$ cat src/rtl/lsu_unaligned_ctrl_pkg.sv
// lsu_unaligned_ctrl_pkg: DM align codes, controller states and registered request layout.
package lsu_unaligned_ctrl_pkg;
  localparam int LSU_ADDR_W = 32;
  localparam int LSU_DATA_W = 32;
  localparam logic [1:0] ALIGN_WORD = 2'b00;
  localparam logic [1:0] ALIGN_HALF = 2'b01;
  localparam logic [1:0] ALIGN_BYTE = 2'b10;
  localparam logic [1:0] ALIGN_RSV  = 2'b11;
  typedef enum logic [1:0] {ST_IDLE, ST_ACCESS, ST_DONE, ST_ERR} lsu_st_e;
  typedef struct packed {
    logic                  we;
    logic [1:0]            align;
    logic                  sign;
    logic [LSU_ADDR_W-1:0] addr;
    logic [LSU_DATA_W-1:0] wd;
    logic [LSU_ADDR_W-1:0] pc;
  } lsu_req_t;
endpackage

$ cat src/rtl/lsu_unaligned_ctrl_beat.sv
// lsu_beat_plan: beat count, split flag and per-beat DM address/align/data for a request.
module lsu_beat_plan
  import lsu_unaligned_ctrl_pkg::*;
(
  input  logic [1:0]            align,
  input  logic [LSU_ADDR_W-1:0] addr,
  input  logic [LSU_DATA_W-1:0] wd,
  input  logic [1:0]            beat,
  output logic [2:0]            n,
  output logic                  split,
  output logic [LSU_ADDR_W-1:0] dm_addr,
  output logic [1:0]            dm_align,
  output logic [LSU_DATA_W-1:0] dm_wd
);
  always_comb begin
    split    = (align == ALIGN_HALF && addr[0]) || (align == ALIGN_WORD && addr[1:0] != 2'b00);
    n        = !split ? 3'd1 : align == ALIGN_HALF ? 3'd2 : 3'd4;
    dm_addr  = split ? addr + {{(LSU_ADDR_W-2){1'b0}}, beat} : addr;
    dm_align = split ? ALIGN_BYTE : align;
    dm_wd    = split ? {24'b0, wd[{beat, 3'b000} +: 8]} : wd;
  end
endmodule

$ cat src/rtl/lsu_unaligned_ctrl.sv
// lsu_unaligned_ctrl: DM initiator that splits misaligned half/word accesses into byte beats.
module lsu_unaligned_ctrl
  import lsu_unaligned_ctrl_pkg::*;
#(
  parameter int ADDR_W = LSU_ADDR_W,
  parameter int DATA_W = LSU_DATA_W
) (
  input  logic              clk,
  input  logic              rst,
  input  logic              req_valid,
  output logic              req_ready,
  input  logic              req_we,
  input  logic [1:0]        req_align,
  input  logic              req_sign,
  input  logic [ADDR_W-1:0] req_addr,
  input  logic [DATA_W-1:0] req_wd,
  input  logic [ADDR_W-1:0] req_pc,
  output logic              resp_valid,
  output logic [DATA_W-1:0] resp_rd,
  output logic              resp_err,
  output logic [ADDR_W-1:0] dm_pc,
  output logic [ADDR_W-1:0] dm_addr,
  output logic              dm_we,
  output logic [1:0]        dm_align,
  output logic              dm_sign,
  output logic [DATA_W-1:0] dm_wd,
  input  logic [DATA_W-1:0] dm_rd
);
  lsu_st_e state_q, state_d;
  lsu_req_t req_q, req_d;
  logic [1:0] beat_q, beat_d;
  logic [DATA_W-1:0] acc_q, acc_d;
  logic [2:0] n;
  logic split;
  logic [ADDR_W-1:0] p_addr;
  logic [1:0] p_align;
  logic [DATA_W-1:0] p_wd;
  lsu_beat_plan u_plan (
    .align(req_q.align), .addr(req_q.addr), .wd(req_q.wd), .beat(beat_q),
    .n(n), .split(split), .dm_addr(p_addr), .dm_align(p_align), .dm_wd(p_wd)
  );
  always_comb begin
    state_d    = state_q;
    req_d      = req_q;
    beat_d     = beat_q;
    acc_d      = acc_q;
    req_ready  = state_q == ST_IDLE;
    resp_valid = 1'b0;
    resp_err   = 1'b0;
    resp_rd    = '0;
    dm_pc      = '0;
    dm_addr    = '0;
    dm_we      = 1'b0;
    dm_align   = 2'b00;
    dm_sign    = 1'b0;
    dm_wd      = '0;
    case (state_q)
      ST_IDLE: if (req_valid) begin
        req_d   = '{we: req_we, align: req_align, sign: req_sign, addr: req_addr, wd: req_wd, pc: req_pc};
        beat_d  = 2'd0;
        acc_d   = '0;
        state_d = req_align == ALIGN_RSV ? ST_ERR : ST_ACCESS;
      end
      ST_ACCESS: begin
        dm_pc    = req_q.pc;
        dm_addr  = p_addr;
        dm_we    = req_q.we & ~rst;
        dm_align = p_align;
        dm_sign  = split ? 1'b0 : req_q.sign;
        dm_wd    = p_wd;
        if (!req_q.we && split) acc_d[{beat_q, 3'b000} +: 8] = dm_rd[7:0];
        else if (!req_q.we) acc_d = dm_rd;
        beat_d  = beat_q + 2'd1;
        state_d = {1'b0, beat_q} == n - 3'd1 ? ST_DONE : ST_ACCESS;
      end
      ST_DONE: begin
        resp_valid = ~rst;
        resp_rd    = req_q.we ? '0 :
                     (split && req_q.align == ALIGN_HALF) ? {{16{acc_q[15] & req_q.sign}}, acc_q[15:0]} : acc_q;
        state_d    = ST_IDLE;
      end
      default: begin
        resp_valid = ~rst;
        resp_err   = ~rst;
        state_d    = ST_IDLE;
      end
    endcase
  end
  always_ff @(posedge clk) begin
    if (rst) begin
      state_q <= ST_IDLE;
      req_q   <= '0;
      beat_q  <= 2'd0;
      acc_q   <= '0;
    end else begin
      state_q <= state_d;
      req_q   <= req_d;
      beat_q  <= beat_d;
      acc_q   <= acc_d;
    end
  end
endmodule
$ cat config.mk
export PLATFORM = sky130hd
export DESIGN_NAME = lsu_unaligned_ctrl
export DESIGN_NICKNAME = d
export VERILOG_FILES = /design/src/rtl/lsu_unaligned_ctrl_pkg.sv /design/src/rtl/lsu_unaligned_ctrl_beat.sv /design/src/rtl/lsu_unaligned_ctrl.sv
export SDC_FILE = /design/constraint.sdc
export NUM_CORES = 1
export LEC_CHECK = 0
export ABC_AREA = 1
export CAP_MARGIN = 20
export CORE_MARGIN = 1.5
export CORE_UTILIZATION = 30
export CTS_BUF_LIST = sky130_fd_sc_hd__clkbuf_2
export DETAILED_ROUTE_END_ITERATION = 7
export GPL_TIMING_DRIVEN = 0
export PLACE_DENSITY = 0.64
export SLEW_MARGIN = 20
export SYNTH_ARGS = -nofsm -noshare
export SYNTH_HDL_FRONTEND = slang
export SYNTH_SLANG_ARGS = --single-unit
$ cat constraint.sdc
create_clock -name clk -period 3.2 [get_ports clk]
set_input_delay 0.64 -clock clk [delete_from_list [all_inputs] [get_ports clk]]
set_output_delay 0.64 -clock clk [all_outputs]
set_load 0.1 [all_outputs]
==> impl_metrics.yaml <==
synthesis:
  yosysWarningCount: 0
  ys_seq_elements: 136
  synth_area_per_cell_um2: 6.18
  ys_types: 36
  synth_top_area_share_pct: 36.0
  synthTopCellsByArea: "dfxtp_1, nor2_1, o21ai_0"
  synthFlopType: "dfxtp_1"
  ys_async_sr_fraction_pct: 0
  synth_top_cell_by_area: "dfxtp_1"
  seq_area_frac_synth_pct: 36.0
  synth_common_cells: "nor2_1, nand2_1, o21ai_0, dfxtp_1, inv_1"
  syn_area_mm2: 0.00756
  syn_nets: 1365
  synth_cells: 1223
  synth_edf_count: 0
  yosysMostFrequentCell: "nor2_1"
routing:
  drt-initial-drc-count: 574
  wirelength_um: 30600
  first_pass_iters: 5
  postRouteAntennaNets: 0
  wire_per_inst_um: 16.3
  via_per_inst: 4.81
  vias: 9028
  remaining_drc_errors: 0
global_routing:
  overflow: 0
  grt_pass1_vias: 8777
  antenna_found_initial: 1
  grt_use_total_pct: 23.0
  grt_pass1_wl_um: 47200
  grt_max_degree: 17
worst_setup_path:
  r2r-start: "beat_q[0]"
  critPathArrivalTime_ns: 2.68
  worst_path_most_repeated_cell: "nor2_4"
  path_class: "flop to output pin"
  path_cells: "ha_4 -> inv_2 -> fa_2 -> nor2_4 -> nand3_4 -> nor2_4 -> nand3_2 -> nand2_2 -> nand2_2 -> nor2_4 -> buf_12"
  crit_fanout: 6
  reg2reg_setup_slack_ns: 0.97
  worst_ep_required_time_ns: 2.56
  worstSetupEndpointType: "output pin"
  start_kind: "flop"
  ff2ff_path_depth: 11
  reg2reg_to: "acc_q[25]"
  slowest_delay_ns: 0.41
  cpMaxStageDelayCell: "dfxtp_4"
timing:
  period_share_pct: 104
  finalSetupViolCount: 20
  fmax_ghz: 0.301
  hold_viol: 0
  fin_skew_ns: 0.0283
  fin_crit_ns: 3.32
  tns_ns: -1.19
  worstMarginPinSlew_ns: 1.02
  max_slew_margin_pct: 32.4
  final.setup.worst_slack_ns: -0.125
  rsz0062_at_grt: "yes"
  timing.final.max_slew_violations: 0
place:
  hpwlAfterDp_um: 23200
  place_ws_ns: -0.860
  placed_area_mm2: 0.0108
  place.gp.congestion: 0.911
  io_buffers: 268
hold_path:
  whs_endpoint: "beat_q[1]"
  hp-class: "input pin to flop"
  hold_depth: 2
  worst_hold_startpoint: "rst"
job:
  max_cap_viol_count: 0
clock_tree:
  clkTransAtPathRegs_ns: 0.22
  clock_latency_ns: 0.73
  cts_sinks: 136
  cts_buffer_depth: 2
  cts_tree: "done"
  hold_buffers: 0
  htree_num_levels: 4
  cts_root_buf: "clkbuf_2"
  cts_buffers: 17
final_layout:
  post-route-util_pct: 48.4
  nets: 1680
  fin_area_mm2: 0.0119
  fillCellCount: 2564
  drive_gt1_share_pct: 23.7
  area_growth_pct: 57.0
power:
  power_density_mw_per_mm2: 493
  ir_worst_vdd_v: 0.000275
  total_leakage_power_nw: 4.78
floorplanning:
  dieArea_mm2: 0.0262
  initial_core_util_pct: 30.8
  dieHeight_um: 162
  die_w_um: 162
  core_area_mm2: 0.0245
  rows: 57
  ioPinCount: 270
outcome:
  violations: "negative setup slack"
  status: "finished, violations left"
## cell type report
| type | instances | area, um^2 | area share (%) |
|---|---|---|---|
| flip-flops and latches | 136 | 2760 | 23.2 |
| well taps | 324 | 405 | 3.42 |
| inverters | 131 | 500 | 4.22 |
| repair buffers | 296 | 3090 | 26.0 |
| clock buffers | 18 | 90.1 | 0.759 |
| plain buffers | 69 | 404 | 3.41 |
| diodes | 1 | 2.50 | 0.0211 |
| clock inverters | 14 | 125 | 1.05 |
| multi-input cells | 887 | 4490 | 37.8 |
## power by group
group / switching, mW / total [mW] / internal (mW)
registers: 0.192 / 2.16 / 1.96
logic: 1.83 / 2.69 / 0.854
clock network: 0.716 / 1.00 / 0.288
total: 2.74 / 5.85 / 3.11
## repair_timing
action / in CTS / in global routing
buffers inserted: 15 / 11
pin swaps: 24 / 29
endpoints found under the setup margin: 135 / 118
gates cloned: 0 / 2
resized for setup: 910 / 153
hold endpoints to repair: 0 / 0
## worst max-delay path: cells and delay by family (launching register included)
family / cells / cell delay (ns)
AND/OR/NAND/NOR: 7 / 0.82
buffers and inverters: 2 / 0.21
adder cells (fa/ha/maj): 2 / 0.51
flip-flops: 1 / 0.41
## kinds of logic after synthesis
group / count (synthesis) / synth area share, %
AOI/OAI and AO/OA: 280 / 19.0
xor gates and xnor gates: 6 / 0.695
adders and majority gates: 7 / 1.26
buffers and inverters: 200 / 10.5
DFF: 136 / 36.0
and+or+nand+nor: 594 / 32.5
## how the worst max path moves through the flow
stage	cells after the start	slack [ns]	end	from
final	11	-0.12	dm_addr[28]	beat_q[0]
after global routing	9	-0.28	dm_addr[20]	req_q[64]
after CTS	11	-0.28	dm_addr[28]	beat_q[0]
after detailed placement	10	-0.86	dm_addr[28]	beat_q[1]
after global placement	10	-0.80	dm_addr[28]	beat_q[1]
after floorplan	6	-0.38	dm_align[0]	req_q[97]
## placed cells by master, fill, tap and decap left out, types with 6 or more instances in the layout
master           count
nor2_1             275
nand2_1            165
o21ai_0            159
clkdlybuf4s50_1    133
inv_1              118
dfxtp_1            115
a21oi_1             80
buf_4               63
nand3_1             58
buf_6               50
buf_2               34
clkbuf_1            27
clkbuf_2            24
a21oi_2             24
buf_12              23
nor2_4              17
nand4_1             17
dfxtp_2             17
nor2_2              15
nand2_2             14
buf_8               11
inv_2               10
nand3_2              7
nor3_1               6
## metal layers
| layer | routed length [um] | GRT usage (%) | part of all wire, % | vias up |
|---|---|---|---|---|
| met3 | 2180 | 5.54 | 7.1 | 42 |
| li1 | - | - | - | 4555 |
| met5 | 0 | 0 | 0 | - |
| met2 | 14500 | 38.1 | 47 | 325 |
| met1 | 13300 | 29.4 | 43 | 4106 |
| met4 | 701 | 7.63 | 2.3 | 0 |
## state kept, by name (all words and copies together), names as in the netlist
register / count
req_q: 100
acc_q: 32
state_q: 2
beat_q: 2
## stage by stage
stage / total power [mW] / hold slack (ns) / std cells
floorplan: 3.82 / 0.430 / 1223
global placement: 4.57 / 0.440 / 1815
detailed placement: 4.59 / 0.443 / 1815
CTS: 5.72 / 0.183 / 1862
global route: 6.20 / 0.191 / 1876
finish: 5.85 / 0.233 / 1876
Note: power is estimated with default switching activity, not from simulation.
